<file path="src/rtl/board_ram_arbiter_pkg.sv">
// board_ram_arbiter_pkg: shared constants for the board RAM arbiter and its requesters
package board_ram_arbiter_pkg;
    localparam int BRD_ADDR_W  = 8;
    localparam int BRD_DATA_W  = 6;
    localparam int ARB_NUM_REQ = 5;
    localparam int ARB_RD_LAT  = 1;
    localparam logic [1:0] ST_IDLE    = 2'd0;
    localparam logic [1:0] ST_GRANT   = 2'd1;
    localparam logic [1:0] ST_HANDOFF = 2'd2;
    localparam int REQ_COLLISION = 0;
    localparam int REQ_COMMIT    = 1;
    localparam int REQ_ROWCLR    = 2;
    localparam int REQ_BOARDCLR  = 3;
    localparam int REQ_DRAWRAM   = 4;
endpackage

</file>
<file path="src/rtl/board_ram_arbiter_if.sv">
// board_ram_arbiter_if: requester bus plus board RAM port seen by the arbiter
interface board_ram_arbiter_if
    import board_ram_arbiter_pkg::*;
#(
    parameter int NUM_REQ = ARB_NUM_REQ,
    parameter int ADDR_W  = BRD_ADDR_W,
    parameter int DATA_W  = BRD_DATA_W
);
    logic [NUM_REQ-1:0]        req;
    logic [NUM_REQ*ADDR_W-1:0] req_addr;
    logic [NUM_REQ*DATA_W-1:0] req_wdata;
    logic [NUM_REQ-1:0]        req_wren;
    logic [NUM_REQ-1:0]        gnt;
    logic [NUM_REQ-1:0]        rvalid;
    logic [DATA_W-1:0]         rdata;
    logic [ADDR_W-1:0]         ram_addr;
    logic [DATA_W-1:0]         ram_data;
    logic                      ram_wren;
    logic [DATA_W-1:0]         ram_q;
    logic                      busy;
    modport master (
        output req, req_addr, req_wdata, req_wren, ram_q,
        input  gnt, rvalid, rdata, ram_addr, ram_data, ram_wren, busy
    );
    modport slave (
        input  req, req_addr, req_wdata, req_wren, ram_q,
        output gnt, rvalid, rdata, ram_addr, ram_data, ram_wren, busy
    );
endinterface

</file>
<file path="src/rtl/board_ram_arbiter_rr_pick.sv">
// board_ram_arbiter_rr_pick: first request at or after the pointer, wrapping, as a one-hot winner
module board_ram_arbiter_rr_pick
    import board_ram_arbiter_pkg::*;
#(
    parameter int NUM_REQ = ARB_NUM_REQ,
    parameter int PW      = $clog2(ARB_NUM_REQ)
) (
    input  logic [NUM_REQ-1:0] req,
    input  logic [PW-1:0]      ptr,
    output logic [NUM_REQ-1:0] win,
    output logic               any
);
    logic [NUM_REQ-1:0] hi, sel;
    // Prefer requests at or above the pointer, else wrap to the lowest set bit
    always_comb begin
        hi  = req & ({NUM_REQ{1'b1}} << ptr);
        sel = |hi ? hi : req;
        win = sel & (~sel + NUM_REQ'(1));
        any = |req;
    end
endmodule

</file>
<file path="src/rtl/board_ram_arbiter.sv">
// board_ram_arbiter: round-robin burst arbiter sharing the single-port board RAM
module board_ram_arbiter
    import board_ram_arbiter_pkg::*;
#(
    parameter int NUM_REQ = ARB_NUM_REQ,
    parameter int ADDR_W  = BRD_ADDR_W,
    parameter int DATA_W  = BRD_DATA_W,
    parameter int RD_LAT  = ARB_RD_LAT
) (
    input  logic               clk,
    input  logic               reset_n,
    board_ram_arbiter_if.slave bus
);
    localparam int PW = NUM_REQ > 1 ? $clog2(NUM_REQ) : 1;
    logic [1:0]         state;
    logic [PW-1:0]      ptr, g_idx;
    logic [NUM_REQ-1:0] gnt, win, issue;
    logic [NUM_REQ-1:0] rd_pipe [RD_LAT];
    logic               any, held, in_grant, wren_mux;
    logic [ADDR_W-1:0]  addr_mux;
    logic [DATA_W-1:0]  data_mux;

    board_ram_arbiter_rr_pick #(.NUM_REQ(NUM_REQ), .PW(PW)) u_pick (
        .req(bus.req),
        .ptr(ptr),
        .win(win),
        .any(any)
    );

    // Decode the owner index and select its address/data/write-enable slice
    always_comb begin
        g_idx    = '0;
        addr_mux = '0;
        data_mux = '0;
        wren_mux = 1'b0;
        for (int i = 0; i < NUM_REQ; i++) begin
            if (gnt[i]) begin
                g_idx    = PW'(i);
                addr_mux = bus.req_addr[i*ADDR_W +: ADDR_W];
                data_mux = bus.req_wdata[i*DATA_W +: DATA_W];
                wren_mux = bus.req_wren[i];
            end
        end
    end

    assign in_grant     = state == ST_GRANT;
    assign held         = |(bus.req & gnt);
    assign issue        = in_grant ? gnt & bus.req & ~bus.req_wren : '0;
    assign bus.ram_addr = in_grant ? addr_mux : '0;
    assign bus.ram_data = in_grant ? data_mux : '0;
    assign bus.ram_wren = reset_n & in_grant & held & wren_mux;
    assign bus.gnt      = gnt;
    assign bus.rvalid   = rd_pipe[RD_LAT-1];
    assign bus.rdata    = bus.ram_q;
    assign bus.busy     = state != ST_IDLE;

    // Arbitrate from IDLE, hold the grant for the burst, then one HANDOFF cycle
    always_ff @(posedge clk or negedge reset_n) begin
        if (!reset_n) begin
            state <= ST_IDLE;
            gnt   <= '0;
            ptr   <= '0;
        end else if (state == ST_IDLE && any) begin
            state <= ST_GRANT;
            gnt   <= win;
        end else if (in_grant && !held) begin
            state <= ST_HANDOFF;
            gnt   <= '0;
            ptr   <= g_idx == PW'(NUM_REQ - 1) ? '0 : g_idx + PW'(1);
        end else if (!in_grant) begin
            state <= ST_IDLE;
        end
    end

    // Carry one-hot read tags alongside the RAM read latency
    always_ff @(posedge clk or negedge reset_n) begin
        if (!reset_n) begin
            for (int i = 0; i < RD_LAT; i++) rd_pipe[i] <= '0;
        end else begin
            rd_pipe[0] <= issue;
            for (int i = 1; i < RD_LAT; i++) rd_pipe[i] <= rd_pipe[i-1];
        end
    end
endmodule

</file>
<file path="src/flat_wrapper.sv">
// flat-port wrapper written by rule: the top's interface ports become plain ports
module board_ram_arbiter_flat import board_ram_arbiter_pkg::*;
#(
    parameter int NUM_REQ = ARB_NUM_REQ,
    parameter int ADDR_W  = BRD_ADDR_W,
    parameter int DATA_W  = BRD_DATA_W,
    parameter int RD_LAT  = ARB_RD_LAT
)
  (clk, reset_n, bus_req, bus_req_addr, bus_req_wdata, bus_req_wren, bus_ram_q, bus_gnt, bus_rvalid, bus_rdata, bus_ram_addr, bus_ram_data, bus_ram_wren, bus_busy);
  board_ram_arbiter_if #(.NUM_REQ(NUM_REQ), .ADDR_W(ADDR_W), .DATA_W(DATA_W)) bus_i ();
  input  logic clk;
  input  logic reset_n;
  input wire logic [$bits(bus_i.req)-1:0] bus_req;
  input wire logic [$bits(bus_i.req_addr)-1:0] bus_req_addr;
  input wire logic [$bits(bus_i.req_wdata)-1:0] bus_req_wdata;
  input wire logic [$bits(bus_i.req_wren)-1:0] bus_req_wren;
  input wire logic [$bits(bus_i.ram_q)-1:0] bus_ram_q;
  output wire logic [$bits(bus_i.gnt)-1:0] bus_gnt;
  output wire logic [$bits(bus_i.rvalid)-1:0] bus_rvalid;
  output wire logic [$bits(bus_i.rdata)-1:0] bus_rdata;
  output wire logic [$bits(bus_i.ram_addr)-1:0] bus_ram_addr;
  output wire logic [$bits(bus_i.ram_data)-1:0] bus_ram_data;
  output wire logic [$bits(bus_i.ram_wren)-1:0] bus_ram_wren;
  output wire logic [$bits(bus_i.busy)-1:0] bus_busy;
  assign bus_i.req = bus_req;
  assign bus_i.req_addr = bus_req_addr;
  assign bus_i.req_wdata = bus_req_wdata;
  assign bus_i.req_wren = bus_req_wren;
  assign bus_i.ram_q = bus_ram_q;
  assign bus_gnt = bus_i.gnt;
  assign bus_rvalid = bus_i.rvalid;
  assign bus_rdata = bus_i.rdata;
  assign bus_ram_addr = bus_i.ram_addr;
  assign bus_ram_data = bus_i.ram_data;
  assign bus_ram_wren = bus_i.ram_wren;
  assign bus_busy = bus_i.busy;
  board_ram_arbiter #(.NUM_REQ(NUM_REQ), .ADDR_W(ADDR_W), .DATA_W(DATA_W), .RD_LAT(RD_LAT)) u_core (.clk(clk), .reset_n(reset_n), .bus(bus_i));
endmodule
</file>
<file path="config.mk">
export PLATFORM = sky130hd
export DESIGN_NAME = board_ram_arbiter_flat
export DESIGN_NICKNAME = d
export VERILOG_FILES = /design/src/rtl/board_ram_arbiter_pkg.sv /design/src/rtl/board_ram_arbiter_if.sv /design/src/rtl/board_ram_arbiter_rr_pick.sv /design/src/rtl/board_ram_arbiter.sv /design/src/flat_wrapper.sv
export SDC_FILE = /design/constraint.sdc
export NUM_CORES = 1
export LEC_CHECK = 0
export BUFFER_PORTS_ARGS = -buffer_cell sky130_fd_sc_hd__buf_4
export CORE_UTILIZATION = 35
export DETAILED_ROUTE_END_ITERATION = 6
export PLACE_DENSITY = 0.76
export SETUP_SLACK_MARGIN = 0.3
export SLEW_MARGIN = 20
export SYNTH_ARGS = -nofsm -noshare
export SYNTH_HDL_FRONTEND = slang
export SYNTH_HIERARCHICAL = 1
export SYNTH_SLANG_ARGS = --single-unit
</file>
<file path="constraint.sdc">
create_clock -name clk -period 1.9 [get_ports clk]
set_clock_uncertainty 0.2 [all_clocks]
set_input_delay 0.38 -clock clk [delete_from_list [all_inputs] [get_ports clk]]
set_output_delay 0.38 -clock clk [all_outputs]
set_load 0.1 [all_outputs]
</file>
==> results of run 1 <==
[flip-flops by register name, summed over array words and instances, names as in the netlist]
signal,count
u_core/state,2
u_core/bus.rvalid,5
u_core/bus.gnt,5
u_core/ptr,3
[timing repair]
item,in CTS,in global routing
resized for setup,80,10
hold buffers,1,0
setup endpoints to repair,28,30
pin swaps,9,4
endpoints found under the hold margin,15,0
buffers inserted,5,0
[cells in the final DEF, fill, tap and decap left out, types with 4 or more instances in the layout]
cell type | Yosys | layout
buf_4 | 7 | 106
nand2_1 | 25 | 23
buf_12 | 0 | 21
a21oi_4 | 0 | 11
buf_6 | 3 | 10
dfrtp_1 | 15 | 10
o22ai_1 | 8 | 8
nor3_1 | 8 | 8
a221oi_1 | 9 | 7
or3_1 | 8 | 7
o21ai_0 | 10 | 6
nor2_1 | 8 | 5
nor2b_1 | 6 | 5
nand2b_1 | 5 | 5
a21oi_1 | 18 | 5
dfrtp_4 | 0 | 5
o21ai_2 | 0 | 4
inv_1 | 5 | 4
a221o_1 | 4 | 4
nand3_2 | 0 | 4
[final timing paths]
kind	startpoint	end	depth (start not counted)
setup / recovery	u_core/bus.gnt[1]	bus_ram_addr[7]	6
hold / removal	bus_req_wren[1]	u_core/bus.rvalid[1]	2
setup reg to reg	u_core/bus.gnt[1]	u_core/ptr[1]	8
hold reg to reg	u_core/ptr[1]	u_core/ptr[1]	1
max in group asynchronous	reset_n	u_core/bus.gnt[4]	3
min in group asynchronous	reset_n	u_core/bus.rvalid[4]	3
[kinds of logic after synthesis]
group | share of synthesized area (%)
AND/OR/NAND/NOR | 29.1
buffers and inverters | 11.5
adder cells (fa/ha/maj) | 0.839
flip-flops | 25.2
multiplexers | 2.27
AO/OA/AOI/OAI | 31.1
[cell type report]
class | count | area (um2)
clock buffers | 3 | 41.3
clock inverters | 1 | 5.00
fillers | 269 | 951
inverters | 6 | 25.0
multi-input cells | 149 | 1210
flip-flops and latches | 15 | 394
well taps | 50 | 62.6
repair buffers | 140 | 1370
[per-layer routing]
metal  track usage [%]  part of all wire (%)
met5                 0                     0
met4              7.45                   1.2
met3              5.41                   8.7
met2              49.3                    52
met1              31.6                    38
[report_power, final]
part,switching (mW),internal [mW]
sequential,0.143,0.440
clock,0.122,0.145
combinational,3.09,2.07
total,3.36,2.66
[metrics by stage]
step | area [um2] | utilization, % | worst slack [ns] | hold slack, ns | instances
after floorplan | 1760 | - | -0.958 | -0.116 | 192
after global placement | 2660 | 65.6 | -0.300 | 0.142 | 354
after detailed placement | 2660 | 65.6 | -0.329 | 0.149 | 354
after CTS | 3070 | 75.5 | -0.510 | 0.0841 | 364
after global routing | 3110 | 76.6 | -0.568 | 0.0825 | 364
final | 3110 | 76.6 | -0.532 | 0.0887 | 364
[cells in the mapped netlist, drive strengths merged]
library cell  count
and3              1
ha                1
o221a             2
clkbuf            8
nor3              8
or2b              1
o31ai             3
nand4bb           1
dfrtp            15
nor2b             7
a21oi            19
and2              1
mux2              3
nand2b            6
a221oi            9
nand2            25
nand3             6
o22ai             8
a32o              2
buf              14
nand3b            2
o311ai            1
nor2             10
o21ai            13
or2               1
a211oi            1
o211ai            1
or3               8
a22oi             3
a31oi             1
inv               6
nand4             1
a221o             4
[worst reg2reg max path, delay by kind of cell (launching register included)]
family	cells	cell delay [ns]
buf+inv	2	0.32
flops	1	0.50
mux	1	0.28
fa+ha+maj	1	0.27
simple gates	4	0.42
==> flow_metrics.env, run 1 <==
export IMPL_outcome="finished with violations"
export IMPL_violations="negative setup slack"
export IMPL_ys_warnings_count=6
export IMPL_path_common_cell="buf_12"
export IMPL_cp_end_kind="primary output"
export IMPL_synthTopCellsByArea="dfrtp_1 (25%), nand2_1 (6.3%), a21oi_1 (6.0%), a221oi_1 (5.3%), buf_4 (3.5%)"
export IMPL_grt_pass1_vias=2011
export IMPL_r2r_slack_ns=-0.19
export IMPL_place_congestion=0.951
export IMPL_finalHoldViolCount=0
export IMPL_grt_ovfl_total=0
export IMPL_ys_types=46
export IMPL_leakage_nw=1.33
export IMPL_crit_required_ns=1.32
export IMPL_grt_max_degree=16
export IMPL_crit_family="simple AND/OR/NAND/NOR gates"
export IMPL_ys_ff_latch=15
export IMPL_htree_levels=1
export IMPL_routedWlPerCell_um=17.0
export IMPL_power_density_nw_per_um2=1940
export IMPL_relSlewSlack_pct=76.4
export IMPL_fp_dieW_um=67.3
export IMPL_crit_buf_inv=2
export IMPL_synth_cells=192
export IMPL_hold_path_class="primary input to flop"
export IMPL_crit_arrival_ns=1.85
export IMPL_die_area_um2=4520
export IMPL_final_max_slew_viol_count=0
export IMPL_globalRouteTotalUtil_pct=27.0
export IMPL_critical_path_slowest_cell="dfrtp_4"
export IMPL_cts_buffer_depth=2
export IMPL_path_cells="nor2b_4 > buf_12 > a221oi_1 > or3_1 > a21oi_4 > buf_12"
export IMPL_hpwl_um=4440
export IMPL_rows=23
export IMPL_rsz0062_at_grt="true"
export IMPL_drt_pass1_iter_count=6
export IMPL_total_power_mw=6.01
export IMPL_pin_count=120
export IMPL_n_antenna_cell=0
export IMPL_period_share_pct=128
export IMPL_io_buffers=107
export IMPL_via_count=2015
export IMPL_die_y_um=67.3
export IMPL_cp_max_fo=8
export IMPL_drt_iter0_drc=68
export IMPL_routed_wl_um=6170
export IMPL_start_util_pct=36.7
export IMPL_peakVddDrop_mv=1.01
export IMPL_syn_area_per_cell_um2=7.76
export IMPL_nets=404
export IMPL_worstMarginPinSlew_ns=0.350
export IMPL_area_growth_pct=108
export IMPL_synth_top_area_share_pct=25.2
export IMPL_grt_pass1_wl_um=9320
export IMPL_cap_violations=0
export IMPL_cpPeakStageDelay_ns=0.50
export IMPL_final_antenna_net_count=0
export IMPL_ys_seq_area_share_pct=25.2
export IMPL_yosysTopAreaCell="dfrtp_1"
export IMPL_drc=0
export IMPL_max_freq_ghz=0.411
export IMPL_cts_sinks=15
export IMPL_start_kind="flop"
export IMPL_via_per_inst=5.54
export IMPL_cts_buffers=3
export IMPL_synth_fp_nets=281
export IMPL_tns_ns=-7.32
export IMPL_cts_root_buffer="clkbuf_8"
export IMPL_fin_ws_ns=-0.532
export IMPL_clock_latency_ns=0.25
export IMPL_cts_tree="yes"
export IMPL_path_class="flop to primary output"
export IMPL_drive_above_1_share_pct=62.4
export IMPL_fin_crit_ns=2.43
export IMPL_synthesis_area_um2=1490
export IMPL_core_area_um2=4060
export IMPL_setup_violations=18
export IMPL_clkTransAtPathRegs_ns=0.07
export IMPL_antenna_found_initial=0
(Power assumes the default switching activity.)
==> run 2: changes to the inputs <==
- ABC_AREA: unset -> 1
- CORE_MARGIN: unset -> 5
- PLACE_DENSITY: 0.76 -> 0.73
==> run 2 against run 1 <==
Net effect:
- the flow still finishes with violations (negative setup slack)
- combinational power up 7.6%
- first-iteration DRC count is 110% higher
- count of clock-buffer cells in the layout grew 1
- die area up 40%
- critical path type unchanged
- largest cell class unchanged
==> flow_metrics.env, run 2 <==
export IMPL_outcome="finished with violations"
export IMPL_violations="negative setup slack"
export IMPL_cts_sinks=15
export IMPL_routed_wl_um=7050
export IMPL_power_density_nw_per_um2=1840
export IMPL_ys_types=26
export IMPL_rows=25
export IMPL_start_kind="flop"
export IMPL_pwr_share_comb_pct=86.7
export IMPL_hpwl_um=5020
export IMPL_cp_max_fo=5
export IMPL_worst_r2r_startpoint="u_core/bus.gnt[3]"
export IMPL_holdPathStages=2
export IMPL_leakage_nw=1.70
export IMPL_grt_pass1_wl_um=10500
export IMPL_ys_flop_type="dfrtp_1"
export IMPL_mostFrequentLayoutCell="buf_4"
export IMPL_pwr_share_seq_pct=9.3
export IMPL_drive_above_1_share_pct=59.5
export IMPL_syn_area_per_cell_um2=5.93
export IMPL_synthArstFlopShare_pct=100
export IMPL_regArea_um2=397
export IMPL_die_y_um=79.5
export IMPL_fin_crit_ns=2.20
export IMPL_clkTransAtPathRegs_ns=0.06
export IMPL_crit_required_ns=1.32
export IMPL_path_class="flop to primary output"
export IMPL_r2r_end="u_core/ptr[1]"
export IMPL_drt_iter0_drc=145
export IMPL_cts_buffers=3
export IMPL_die_area_um2=6320
export IMPL_switchingPower_mw=3.73
export IMPL_synth_fp_nets=374
export IMPL_htree_levels=1
export IMPL_holdCritStartpoint="bus_req_wren[0]"
export IMPL_p_clk_share_pct=4.0
export IMPL_grt_pass1_vias=2268
export IMPL_globalRouteTotalUtil_pct=20.5
export IMPL_synth_common_cells="nand2_1 (83), nand3_1 (32), a21oi_1 (30)"
export IMPL_clock_latency_ns=0.25
export IMPL_dp_cells=451
export IMPL_via_per_inst=5.07
export IMPL_n_antenna_cell=0
export IMPL_core_area_um2=4690
export IMPL_total_power_mw=6.40
export IMPL_fin_ws_ns=-0.297
export IMPL_relSlewSlack_pct=74.8
export IMPL_pin_count=120
export IMPL_ys_warnings_count=6
export IMPL_final_max_slew_viol_count=0
export IMPL_nFillCells=347
export IMPL_final_antenna_net_count=0
export IMPL_synth_edf_count=0
export IMPL_max_freq_ghz=0.455
export IMPL_synth_cells=285
export IMPL_peakVddDrop_mv=1.49
export IMPL_synth_most_common_cell="nand2_1"
export IMPL_finalHoldViolCount=0
export IMPL_cap_violations=0
export IMPL_cts_root_buffer="clkbuf_8"
export IMPL_r2r_cells=8
export IMPL_p_sw_share_pct=58.2
export IMPL_mostFrequentLayoutCells="buf_4 (103), nand2_1 (62), nand2_2 (26)"
export IMPL_grt_ovfl_total=0
export IMPL_yosysTopAreaCell="dfrtp_1"
export IMPL_r2r_slack_ns=0.15
export IMPL_synth_top_area_share_pct=22.2
export IMPL_crit_arrival_ns=1.62
export IMPL_cts_buffer_depth=2
export IMPL_setup_violations=15
export IMPL_routedWlPerCell_um=15.1
export IMPL_fin_cells=466
export IMPL_worstMarginPinSlew_ns=0.374
export IMPL_grt_max_degree=19
export IMPL_io_buffers=107
export IMPL_via_count=2361
export IMPL_power_internal_mw=2.67
export IMPL_ys_ff_latch=15
export IMPL_drc=0
export IMPL_multi_input_area_um2=1410
export IMPL_start_util_pct=36.0
export IMPL_ys_seq_area_share_pct=22.2
export IMPL_hold_path_class="primary input to flop"
export IMPL_synthesis_area_um2=1690
export IMPL_area_growth_pct=106
export IMPL_antenna_found_initial=0
export IMPL_drt_pass1_iter_count=4
export IMPL_rsz0062_at_grt="true"
export IMPL_cp_end_kind="primary output"
export IMPL_cts_tree="yes"
export IMPL_nets=502
export IMPL_synthTopCellsByArea="dfrtp_1 (22%), nand2_1 (18%), nand3_1 (9.5%), a21oi_1 (8.9%), inv_1 (6.0%)"
export IMPL_fp_dieW_um=79.5
export IMPL_place_congestion=0.790
export IMPL_period_share_pct=116
export IMPL_whs_endpoint="u_core/bus.rvalid[0]"
## run 2: cell count changes after synthesis, moves of 8 or more
| cell | before | now |
|---|---|---|
| inv_1 | 5 | 27 |
| a221oi_1 | 9 | 0 |
| nand3_1 | 6 | 32 |
| nor2_1 | 8 | 21 |
| o22ai_1 | 8 | 0 |
| a21oi_1 | 18 | 30 |
| nand2_1 | 25 | 83 |
| or3_1 | 8 | 0 |
## run 2: timing repair
action                     in CTS  in global routing
pin swaps                       8                  9
hold endpoints to repair       15                  0
gates cloned                    0                  1
setup buffers                   2                  7
resized for setup              84                 44
setup endpoints to repair      29                 30
hold buffers                    1                  0
## run 2: critical path, cell delays in order, from the launching register on
cell and delay (ns):
dfrtp_4 0.53, buf_4 0.18, nand2_4 0.06, nand2_2 0.05, inv_2 0.10, nand2_1 0.08, nand2_1 0.13, nor2_4 0.06
buf_12 0.16
## run 2: metrics by stage
step	cell area [um2]	setup slack [ns]	TNS (ns)	util, %	hold WS [ns]
2_1_floorplan	1940	-0.422	-6.17	-	-0.116
3_3_place_gp	2860	-0.0706	-0.615	60.9	0.152
3_5_place_dp	2860	-0.0967	-0.838	60.9	0.154
4_1_cts	3250	-0.236	-3.16	69.3	0.0900
5_1_grt	3470	-0.343	-4.18	74.0	0.0940
6_report	3470	-0.297	-3.37	74.0	0.105
## run 2: area by class of cell
cell class	count	share of cell area, %
well taps	54	1.95
multi-input cells	219	40.5
inverters	33	4.29
repair buffers	141	40.6
flip-flops and latches	15	11.4
clock buffers	4	1.30
## run 2: worst max path at each step
stage	from	endpoint	slack (ns)	cells past startpoint
after global routing	u_core/bus.gnt[3]	bus_ram_wren	-0.34	7
after global placement	u_core/bus.gnt[2]	bus_ram_data[2]	-0.07	8
after detailed placement	u_core/bus.gnt[2]	bus_ram_data[0]	-0.1	8
after floorplan	u_core/bus.gnt[1]	bus_ram_addr[0]	-0.42	7
after CTS	u_core/bus.gnt[3]	bus_ram_data[0]	-0.24	6
final	u_core/bus.gnt[2]	bus_ram_wren	-0.30	8
## run 2: layer usage
layer / global-route usage [%] / vias to the layer above / part of all wire (%)
met4: 5.50 / 0 / 1.8
met5: 0 / - / 0
met1: 24.0 / 1089 / 40
met3: 3.95 / 10 / 7.6
li1: - / 1158 / -
met2: 37.6 / 104 / 51
## run 2: power groups by stage
| stage | Sequential [mW] | Combinational [mW] | Clock [mW] |
|---|---|---|---|
| 2_1_floorplan | 0.792 | 3.26 | 0 |
| 3_3_place_gp | 0.572 | 4.34 | 0 |
| 3_5_place_dp | 0.575 | 4.37 | 0 |
| 4_1_cts | 0.594 | 5.10 | 0.262 |
| 5_1_grt | 0.606 | 5.85 | 0.281 |
| 6_report | 0.593 | 5.55 | 0.258 |
## run 2: cell families (layout without fill, tap and decap cells)
logic type               after synthesis  after routing  share of synthesized area, %
AO/OA/AOI/OAI                         51             51                          16.1
adder cells (fa/ha/maj)                1              1                         0.741
buffers and inverters                 52            178                          16.1
flip-flops                            15             15                          22.2
AND/OR/NAND/NOR                      166            167                          44.8
==> run 3: changes to the inputs <==
- CORE_MARGIN: 5 -> 1
- PLACE_DENSITY: 0.73 -> 0.75
- SYNTH_HIERARCHICAL: 1 -> unset
==> run 3 against run 2 <==
Net effect:
- the run still ends with negative setup slack left
- hold slack worse by 0.012 ns
- critical path depth decreased by 1
- count of clock-buffer cells in the layout unchanged
- cell count is 12% lower
- synthesized cell count is 25% lower
- fmax decreased by 4.3%
- sequential share of layout area increased by 0.48 points
- global-route usage grew 6.0 points
- wire length is 3.8% lower
- critical path type unchanged
==> flow_metrics.env, run 3 <==
export IMPL_outcome="finished with violations"
export IMPL_grt_max_degree=17
export IMPL_final_antenna_net_count=0
export IMPL_die_y_um=68.4
export IMPL_synthesis_area_um2=1540
export IMPL_crit_arrival_ns=1.72
export IMPL_cp_end_kind="primary output"
export IMPL_die_area_um2=4680
export IMPL_crit_end="bus_ram_addr[3]"
export IMPL_grt_ovfl_total=0
export IMPL_n_antenna_cell=0
export IMPL_holdCritStartpoint="bus_req_wren[4]"
export IMPL_drive_above_1_share_pct=67.3
export IMPL_fin_crit_ns=2.30
export IMPL_crit_required_ns=1.32
export IMPL_hpwl_um=4830
export IMPL_mostFrequentLayoutCell="buf_4"
export IMPL_drt_pass1_iter_count=4
export IMPL_globalRouteTotalUtil_pct=26.4
export IMPL_r2r_slack_ns=0.03
export IMPL_period_share_pct=121
export IMPL_hold_path_class="primary input to flop"
export IMPL_cap_violations=0
export IMPL_worst_r2r_startpoint="u_core.bus.gnt[2]"
export IMPL_clkTransAtPathRegs_ns=0.06
export IMPL_grt_pass1_wl_um=8980
export IMPL_fin_ws_ns=-0.396
export IMPL_synthTopCellsByArea="dfrtp_1 (24%), nand2_1 (8.5%), o22ai_2 (7.3%), nor2_1 (7.1%), a21oi_2 (5.7%)"
export IMPL_cts_tree="yes"
export IMPL_start_kind="flop"
export IMPL_timing_critical_path_from="u_core.bus.gnt[1]"
export IMPL_cts_buffer_depth=2
export IMPL_max_freq_ghz=0.435
export IMPL_synth_cells=213
export IMPL_relSlewSlack_pct=70.3
export IMPL_rows=23
export IMPL_setup_violations=16
export IMPL_antenna_found_initial=0
export IMPL_synth_top_area_share_pct=24.3
export IMPL_synth_edf_count=0
export IMPL_synth_fp_nets=302
export IMPL_ys_warnings_count=0
export IMPL_via_per_inst=5.21
export IMPL_synthArstFlopShare_pct=100
export IMPL_ys_ff_latch=15
export IMPL_synth_common_cells="nand2_1 (35), nor2_1 (29), dfrtp_1 (15)"
export IMPL_r2r_end="u_core.ptr[1]"
export IMPL_core_area_um2=4120
export IMPL_io_buffers=107
export IMPL_place_congestion=0.884
export IMPL_cts_sinks=15
export IMPL_routed_wl_um=6780
export IMPL_rsz0062_at_grt="true"
export IMPL_syn_area_per_cell_um2=7.24
export IMPL_htree_levels=1
export IMPL_ys_seq_area_share_pct=24.3
export IMPL_start_util_pct=37.5
export IMPL_cp_max_fo=5
export IMPL_worstMarginPinSlew_ns=0.441
export IMPL_pin_count=120
export IMPL_nets=448
export IMPL_via_count=2127
export IMPL_cts_buffers=3
export IMPL_clock_latency_ns=0.25
export IMPL_hold_ws_ns=0.0924
export IMPL_violations="negative setup slack"
export IMPL_mostFrequentLayoutCells="buf_4 (115), nand2_1 (30), buf_12 (21)"
export IMPL_final_max_slew_viol_count=0
export IMPL_finalHoldViolCount=0
export IMPL_area_growth_pct=115
export IMPL_path_class="flop to primary output"
export IMPL_drc=0
export IMPL_ys_flop_type="dfrtp_1"
export IMPL_r2r_cells=9
export IMPL_ys_types=32
export IMPL_fp_dieW_um=68.4
export IMPL_routedWlPerCell_um=16.6
export IMPL_yosysTopAreaCell="dfrtp_1"
export IMPL_fin_cells=408
export IMPL_synth_most_common_cell="nand2_1"
export IMPL_grt_pass1_vias=1940
export IMPL_cts_root_buffer="clkbuf_8"
export IMPL_dp_cells=390
export IMPL_drt_iter0_drc=103
==> run 3: cell count changes after synthesis, moves of 4 or more <==
| cell | before | now |
|---|---|---|
| o21ai_1 | 2 | 6 |
| buf_2 | 6 | 1 |
| nand2_1 | 83 | 35 |
| nor2_1 | 21 | 29 |
| a22oi_1 | 0 | 11 |
| a21oi_1 | 30 | 12 |
| nand2_2 | 6 | 2 |
| o22ai_2 | 0 | 9 |
| a21oi_2 | 0 | 10 |
| nand3_1 | 32 | 14 |
| inv_1 | 27 | 9 |
| or2_1 | 4 | 0 |
==> run 3: per-stage QoR <==
step                setup WS [ns]  instance area, um2  TNS [ns]  utilization (%)
floorplan                  -0.661                1730     -7.09                -
global placement           -0.159                2770     -1.82             67.2
detailed placement         -0.215                2770     -2.28             67.2
CTS                        -0.374                3140     -5.29             76.4
global route               -0.448                3310     -6.45             80.5
finish                     -0.396                3310     -5.59             80.5
==> run 3: worst min-delay path by stage <==
| stage | to | slack, ns | cells past startpoint |
|---|---|---|---|
| after floorplan | u_core.bus.rvalid[0] | -0.12 | 0 |
| after global placement | u_core.bus.rvalid[1] | 0.14 | 2 |
| after detailed placement | u_core.bus.rvalid[0] | 0.14 | 2 |
| after CTS | u_core.bus.rvalid[4] | 0.09 | 2 |
| after global routing | u_core.bus.rvalid[4] | 0.08 | 2 |
| final | u_core.bus.rvalid[4] | 0.09 | 2 |
==> run 3: layout make-up <==
type,instances,area [um2]
Multi-Input combinational cell,167,1210
Timing Repair Buffer,156,1520
Clock buffer,4,45.0
Tap cell,50,62.6
Fill cell,257,805
Inverter,16,76.3
Sequential cell,15,394
==> run 3: critical path, stage by stage (launching register included) <==
cell and delay (ns):
dfrtp_4 0.51, nor2_4 0.20, buf_4 0.17, a22oi_2 0.06
a21oi_2 0.16, nor2_2 0.06, nor2_4 0.11, buf_12 0.18
==> run 3: kinds of logic after synthesis <==
| logic type | after synthesis | share of synthesized area [%] |
|---|---|---|
| compound gates | 70 | 33.3 |
| fa+ha+maj | 1 | 0.811 |
| buf+inv | 32 | 12.9 |
| simple gates | 95 | 28.6 |
| flops | 15 | 24.3 |
==> run 3: per-layer routing <==
layer / up-vias / part of all wire, % / GRT usage (%)
met1: 984 / 39 / 32.6
met3: 18 / 5.8 / 4.33
met2: 98 / 53 / 47.1
li1: 1027 / - / -
met4: 0 / 2.1 / 6.77
met5: - / 0 / 0
==> run 3: timing repair <==
action                     CTS  global route
gates cloned                 1             0
setup endpoints to repair   30            31
hold buffers                 1             0
hold endpoints to repair    15             0
gates resized for setup     78            26
setup buffers                3             9
pin swaps                    7             3
Power of run 3 is left out: the tool's default activity adds up to more than one toggle a clock period on the data nets, which glitch-free logic cannot reach.
